### config.mk
export PLATFORM = sky130hd
export DESIGN_NAME = pwm_deadtime_flat
export DESIGN_NICKNAME = d
export VERILOG_FILES = /design/src/rtl/pwm_deadtime_if.sv /design/src/rtl/pwm_deadtime.sv /design/src/flat_wrapper.sv
export SDC_FILE = /design/constraint.sdc
export NUM_CORES = 1
export LEC_CHECK = 0
export ABC_AREA = 1
export CAP_MARGIN = 20
export CELL_PAD_IN_SITES_DETAIL_PLACEMENT = 1
export CELL_PAD_IN_SITES_GLOBAL_PLACEMENT = 1
export CORE_MARGIN = 2
export CORE_UTILIZATION = 40
export DETAILED_ROUTE_END_ITERATION = 8
export HOLD_SLACK_MARGIN = 0.1
export PLACE_DENSITY = 0.95
export SETUP_SLACK_MARGIN = 0.3
export SLEW_MARGIN = 20
export SYNTH_ARGS = -nofsm -noshare
export SYNTH_HDL_FRONTEND = slang
export SYNTH_SLANG_ARGS = --single-unit
export TNS_END_PERCENT = 10
### constraint.sdc
create_clock -name clk -period 5 [get_ports clk]
set_input_delay 1.25 -clock clk [delete_from_list [all_inputs] [get_ports clk]]
set_output_delay 1.25 -clock clk [all_outputs]
set_load 0.05 [all_outputs]
### src/rtl/pwm_deadtime_if.sv
// Gate-drive channel bundle between the PWM dead-time stage and its host.
// master: drives controls, reads gates/fault. slave: the dead-time stage.
interface pwm_deadtime_if #(
  parameter int DW = 16
);
  logic          en;
  logic          pwm_in;
  logic [DW-1:0] dt_rise;
  logic [DW-1:0] dt_fall;
  logic          fault_in;
  logic          fault_clr;
  logic          out_h;
  logic          out_l;
  logic          fault_sts;

  modport master (
    output en, pwm_in, dt_rise, dt_fall,
    output fault_in, fault_clr,
    input  out_h, out_l, fault_sts
  );

  modport slave (
    input  en, pwm_in, dt_rise, dt_fall,
    input  fault_in, fault_clr,
    output out_h, out_l, fault_sts
  );
endinterface

### src/rtl/pwm_deadtime.sv
// Complementary gate driver with programmable dead time and fault latch.
// Ports: clk, arst_n (async, active-low), bus (slave: controls in, gates out).
module pwm_deadtime #(
  parameter int DW    = 16,
  parameter bit POL_H = 1'b1,
  parameter bit POL_L = 1'b1
) (
  input  logic           clk,
  input  logic           arst_n,
  pwm_deadtime_if.slave  bus
);

  localparam logic [2:0] IDLE  = 3'd0;
  localparam logic [2:0] DT_LH = 3'd1;
  localparam logic [2:0] H_ON  = 3'd2;
  localparam logic [2:0] DT_HL = 3'd3;
  localparam logic [2:0] L_ON  = 3'd4;

  logic [2:0]    state, state_n;
  logic [DW-1:0] cnt, cnt_n;
  logic          pwm_q;
  logic          fault_q, fault_n;
  logic          fault;
  logic          rise_z, fall_z, cnt_z;

  assign fault  = bus.fault_in | fault_q;
  assign rise_z = (bus.dt_rise == '0);
  assign fall_z = (bus.dt_fall == '0);
  assign cnt_z  = (cnt == '0);

  // fault_in wins over a clear pulse in the same cycle
  always_comb begin
    fault_n = fault_q;
    if (bus.fault_in)
      fault_n = 1'b1;
    else if (bus.fault_clr)
      fault_n = 1'b0;
  end

  always_comb begin
    state_n = state;
    cnt_n   = cnt;
    if (fault || !bus.en) begin
      state_n = IDLE;
      cnt_n   = '0;
    end else begin
      unique case (state)
        IDLE: begin
          // start-up loads the full value: dt+1 off cycles
          if (pwm_q) begin
            if (rise_z) begin
              state_n = H_ON;
            end else begin
              state_n = DT_LH;
              cnt_n   = bus.dt_rise;
            end
          end else begin
            if (fall_z) begin
              state_n = L_ON;
            end else begin
              state_n = DT_HL;
              cnt_n   = bus.dt_fall;
            end
          end
        end
        H_ON: begin
          if (!pwm_q) begin
            if (fall_z) begin
              state_n = L_ON;
            end else begin
              state_n = DT_HL;
              cnt_n   = bus.dt_fall - DW'(1);
            end
          end
        end
        L_ON: begin
          if (pwm_q) begin
            if (rise_z) begin
              state_n = H_ON;
            end else begin
              state_n = DT_LH;
              cnt_n   = bus.dt_rise - DW'(1);
            end
          end
        end
        DT_LH: begin
          // L was already off and H never turned on: safe to return
          if (!pwm_q) begin
            state_n = L_ON;
            cnt_n   = '0;
          end else if (cnt_z) begin
            state_n = H_ON;
          end else begin
            cnt_n = cnt - DW'(1);
          end
        end
        DT_HL: begin
          if (pwm_q) begin
            state_n = H_ON;
            cnt_n   = '0;
          end else if (cnt_z) begin
            state_n = L_ON;
          end else begin
            cnt_n = cnt - DW'(1);
          end
        end
        default: begin
          state_n = IDLE;
          cnt_n   = '0;
        end
      endcase
    end
  end

  always_ff @(posedge clk or negedge arst_n) begin
    if (!arst_n) begin
      state         <= IDLE;
      cnt           <= '0;
      pwm_q         <= 1'b0;
      fault_q       <= 1'b0;
      bus.out_h     <= !POL_H;
      bus.out_l     <= !POL_L;
    end else begin
      state         <= state_n;
      cnt           <= cnt_n;
      pwm_q         <= bus.pwm_in;
      fault_q       <= fault_n;
      bus.out_h     <= (state_n == H_ON) ^ !POL_H;
      bus.out_l     <= (state_n == L_ON) ^ !POL_L;
    end
  end

  assign bus.fault_sts = fault_q;

endmodule
### src/flat_wrapper.sv
// flat-port wrapper written by rule: the top's interface ports become plain ports
module pwm_deadtime_flat 
#(
  parameter int DW    = 16,
  parameter bit POL_H = 1'b1,
  parameter bit POL_L = 1'b1
)
  (clk, arst_n, bus_en, bus_pwm_in, bus_dt_rise, bus_dt_fall, bus_fault_in, bus_fault_clr, bus_out_h, bus_out_l, bus_fault_sts);
  pwm_deadtime_if #(.DW(DW)) bus_i ();
  input  logic clk;
  input  logic arst_n;
  input wire logic [$bits(bus_i.en)-1:0] bus_en;
  input wire logic [$bits(bus_i.pwm_in)-1:0] bus_pwm_in;
  input wire logic [$bits(bus_i.dt_rise)-1:0] bus_dt_rise;
  input wire logic [$bits(bus_i.dt_fall)-1:0] bus_dt_fall;
  input wire logic [$bits(bus_i.fault_in)-1:0] bus_fault_in;
  input wire logic [$bits(bus_i.fault_clr)-1:0] bus_fault_clr;
  output wire logic [$bits(bus_i.out_h)-1:0] bus_out_h;
  output wire logic [$bits(bus_i.out_l)-1:0] bus_out_l;
  output wire logic [$bits(bus_i.fault_sts)-1:0] bus_fault_sts;
  assign bus_i.en = bus_en;
  assign bus_i.pwm_in = bus_pwm_in;
  assign bus_i.dt_rise = bus_dt_rise;
  assign bus_i.dt_fall = bus_dt_fall;
  assign bus_i.fault_in = bus_fault_in;
  assign bus_i.fault_clr = bus_fault_clr;
  assign bus_out_h = bus_i.out_h;
  assign bus_out_l = bus_i.out_l;
  assign bus_fault_sts = bus_i.fault_sts;
  pwm_deadtime #(.DW(DW), .POL_H(POL_H), .POL_L(POL_L)) u_core (.clk(clk), .arst_n(arst_n), .bus(bus_i));
endmodule
==> impl_metrics.ini <==
[synth]
synth_cell_type_count = 32
seq_area_frac_synth_pct = 21.3
mappedNetlistArea_sq_mm = 0.00270
ys_seq_elements = 23
synth_fp_nets = 531
syn_inst = 491
async_flop_share_pct = 100
synth_edf_count = 0
postSynthAreaPerCell_sq_um = 5.50
synth_top_flop_cell = dfrtp_1
ys_warn_count = 0

[clock_network]
root_buffer = clkbuf_8
postCtsResizedCells = 0
cts_setup_buffers = 0
htreeDepth = 1
cts_sinks = 23
clockBufferDepth = 2
worstSkewPairLatency_ps = 270
clkTransAtPathRegs_ps = 80
tritoncts = done
cts_buffers = 3
hold_buffers = 0

[critical_path]
worstPathArrival_ps = 3430
cp-endpoint = u_core.cnt[11]$_DFFE_PN0P_
reg2reg_from = u_core.pwm_q$_DFF_PN0_
rr_worst_depth = 6
rrSetupSlack_ps = 1950
cp.required_ps = 5210
crit_chain = clkdlybuf4s50_1 > nor2_1 > nand2_1 > nor2_1 > nand2_1 > nand2_1 > nand2_1 > nand2_1 > nand2_1 > a21oi_2 > nand2_1 > nand2_1
crit_family = simple AND/OR/NAND/NOR gates
crit_type = input pin to flop
worstPathMaxFanout = 16
cp_common_cell = nand2_1
end_kind = flop
cp.depth = 12
cp_slowest_stage_delay_ps = 660
crit_buf_inv = 1
critPathSlowestCell = a21oi_2
critPathLaunch = bus_dt_rise[11]
timing.rr.end = u_core.cnt[11]$_DFFE_PN0P_
cp-start-kind = input pin

[detailed_routing]
num_vias = 3505
drt-initial-drc-count = 190
wire_per_inst_um = 17.0
drc = 0
routed_wl_um = 10200
viasPerCell = 5.86
final_antenna_net_count = 0
first_pass_iters = 5

[sta]
hold_viol = 0
tns_ps = 0
maxSlewHeadroom_pct = 45.9
rsz0062_at_grt = false
setup_violations = 0
timing.final.crit_share_pct = 64.4
layout_setup_ws_ps = 1780
fin_crit_ps = 3220
fin_skew_ps = 5.00
worst_pin_slew_ps = 807
max_freq_mhz = 311
timing.hold.ws_ps = 535
finalMaxSlewViolations = 0

[floorplanning]
io_pins = 41
die_w_um = 86.2
core-area_sq_mm = 0.00642
die_area_sq_mm = 0.00742
die_h_um = 86.2
initial_core_util_pct = 42.0
rows = 29

[global_routing]
grtUsageTotal_pct = 28.0
overflow = 0
grt_max_degree = 28
first_global_vias = 3653
grt_pass1_wl_um = 16700
antenna_found_initial = 0

[place]
place_congestion = 0.908
dpl.hpwl_um = 7920
dp_slack_ps = 1550
io_buffers = 40

[power]
power_uw = 527
pwr_density_cell_mw_per_mm2 = 166
p_leak_nw = 1.63
peakVddDrop_mv = 0.150

[final_layout]
synthToLayoutAreaGrowth_pct = 17.5
layout_common_cells = nand2_1 (162), nand3_1 (72), inv_1 (66), nor2_1 (60), clkdlybuf4s50_1 (39)
nets = 562
antennaDiodeCount = 0
utilization_pct = 49.4
layout-drive-gt1-share_pct = 4.41
final-seq-area_sq_um = 576
layout_commonest_cell = nand2_1
multi_input_area_sq_mm = 0.00181
fill_cells = 934

[run_status]
outcome = complete, no violations

[run]
cap_violations = 0

[min_path]
hold_path.class = flop to flop
## through the flow
| stage | cell area (sq um) | cells |
|---|---|---|
| global route | 3170 | 598 |
| finish | 3170 | 598 |
| detailed placement | 3130 | 594 |
| global placement | 3130 | 594 |
| CTS | 3170 | 598 |
| floorplan | 2700 | 491 |
## metal layers
metal	track usage, %	wire [um]	vias up
met4	10.5	393	0
li1	-	-	1641
met2	50.2	5090	132
met3	3.46	555	32
met5	0	0	-
met1	33.8	4140	1700
## final cells by class
| cell class | count | area share (%) |
|---|---|---|
| Multi-Input combinational cell | 387 | 57.0 |
| Tap cell | 77 | 3.04 |
| Clock buffer | 4 | 1.42 |
| Inverter | 67 | 7.93 |
| Sequential cell | 23 | 18.1 |
| Timing Repair Buffer | 40 | 12.5 |
## kinds of logic (layout without fill, tap and decap cells)
logic type | Yosys count | after routing | synth area share [%]
AOI/OAI and AO/OA | 51 | 51 | 11.6
xor gates and xnor gates | 3 | 3 | 0.973
adders and majority gates | 2 | 2 | 0.927
buffers and inverters | 81 | 111 | 11.9
DFF | 23 | 23 | 21.3
and+or+nand+nor | 331 | 331 | 53.3
## cells in the mapped netlist, types with 7 or more instances
library cell	n	area, sq um
nand2_1	162	608
nand3_1	72	360
inv_1	66	248
nor2_1	60	225
dfrtp_1	23	576
o21ai_0	18	90.1
o211ai_1	12	90.1
nand4_1	10	62.6
nor3_1	9	45.0
a21oi_1	8	40.0
buf_2	7	35.0
## state kept, by name, summed over array words and instances (netlist names)
signal	flops
u_core.bus.out_l	1
u_core.bus.out_h	1
u_core.pwm_q	1
u_core.bus.fault_sts	1
u_core.cnt	16
u_core.state	3
## how the worst min path moves through the flow
stage | endpoint | from | slack, ps | cells past startpoint
after floorplan | u_core.cnt[0]$_DFFE_PN0P_ | u_core.cnt[0]$_DFFE_PN0P_ | 460 | 2
after global placement | u_core.cnt[0]$_DFFE_PN0P_ | u_core.cnt[0]$_DFFE_PN0P_ | 480 | 2
after detailed placement | u_core.cnt[0]$_DFFE_PN0P_ | u_core.cnt[0]$_DFFE_PN0P_ | 530 | 2
after CTS | u_core.cnt[0]$_DFFE_PN0P_ | u_core.cnt[0]$_DFFE_PN0P_ | 540 | 2
after global routing | u_core.cnt[0]$_DFFE_PN0P_ | u_core.cnt[0]$_DFFE_PN0P_ | 570 | 2
final | u_core.cnt[0]$_DFFE_PN0P_ | u_core.cnt[0]$_DFFE_PN0P_ | 530 | 2
## worst register-to-register path: cells and delay by family (launching register included)
kind | cells | cell delay [ps]
AO/OA/AOI/OAI | 1 | 660
buffers and inverters | 1 | 850
flip-flops | 1 | 760
AND/OR/NAND/NOR | 4 | 730
## power by group
group	switching, mW	internal [mW]	leakage [nW]
Combinational	0.134	0.0759	1.30
Clock	0.0614	0.0570	0.0228
Sequential	0.00808	0.190	0.313
Total	0.204	0.323	1.63
(Power assumes the default switching activity.)
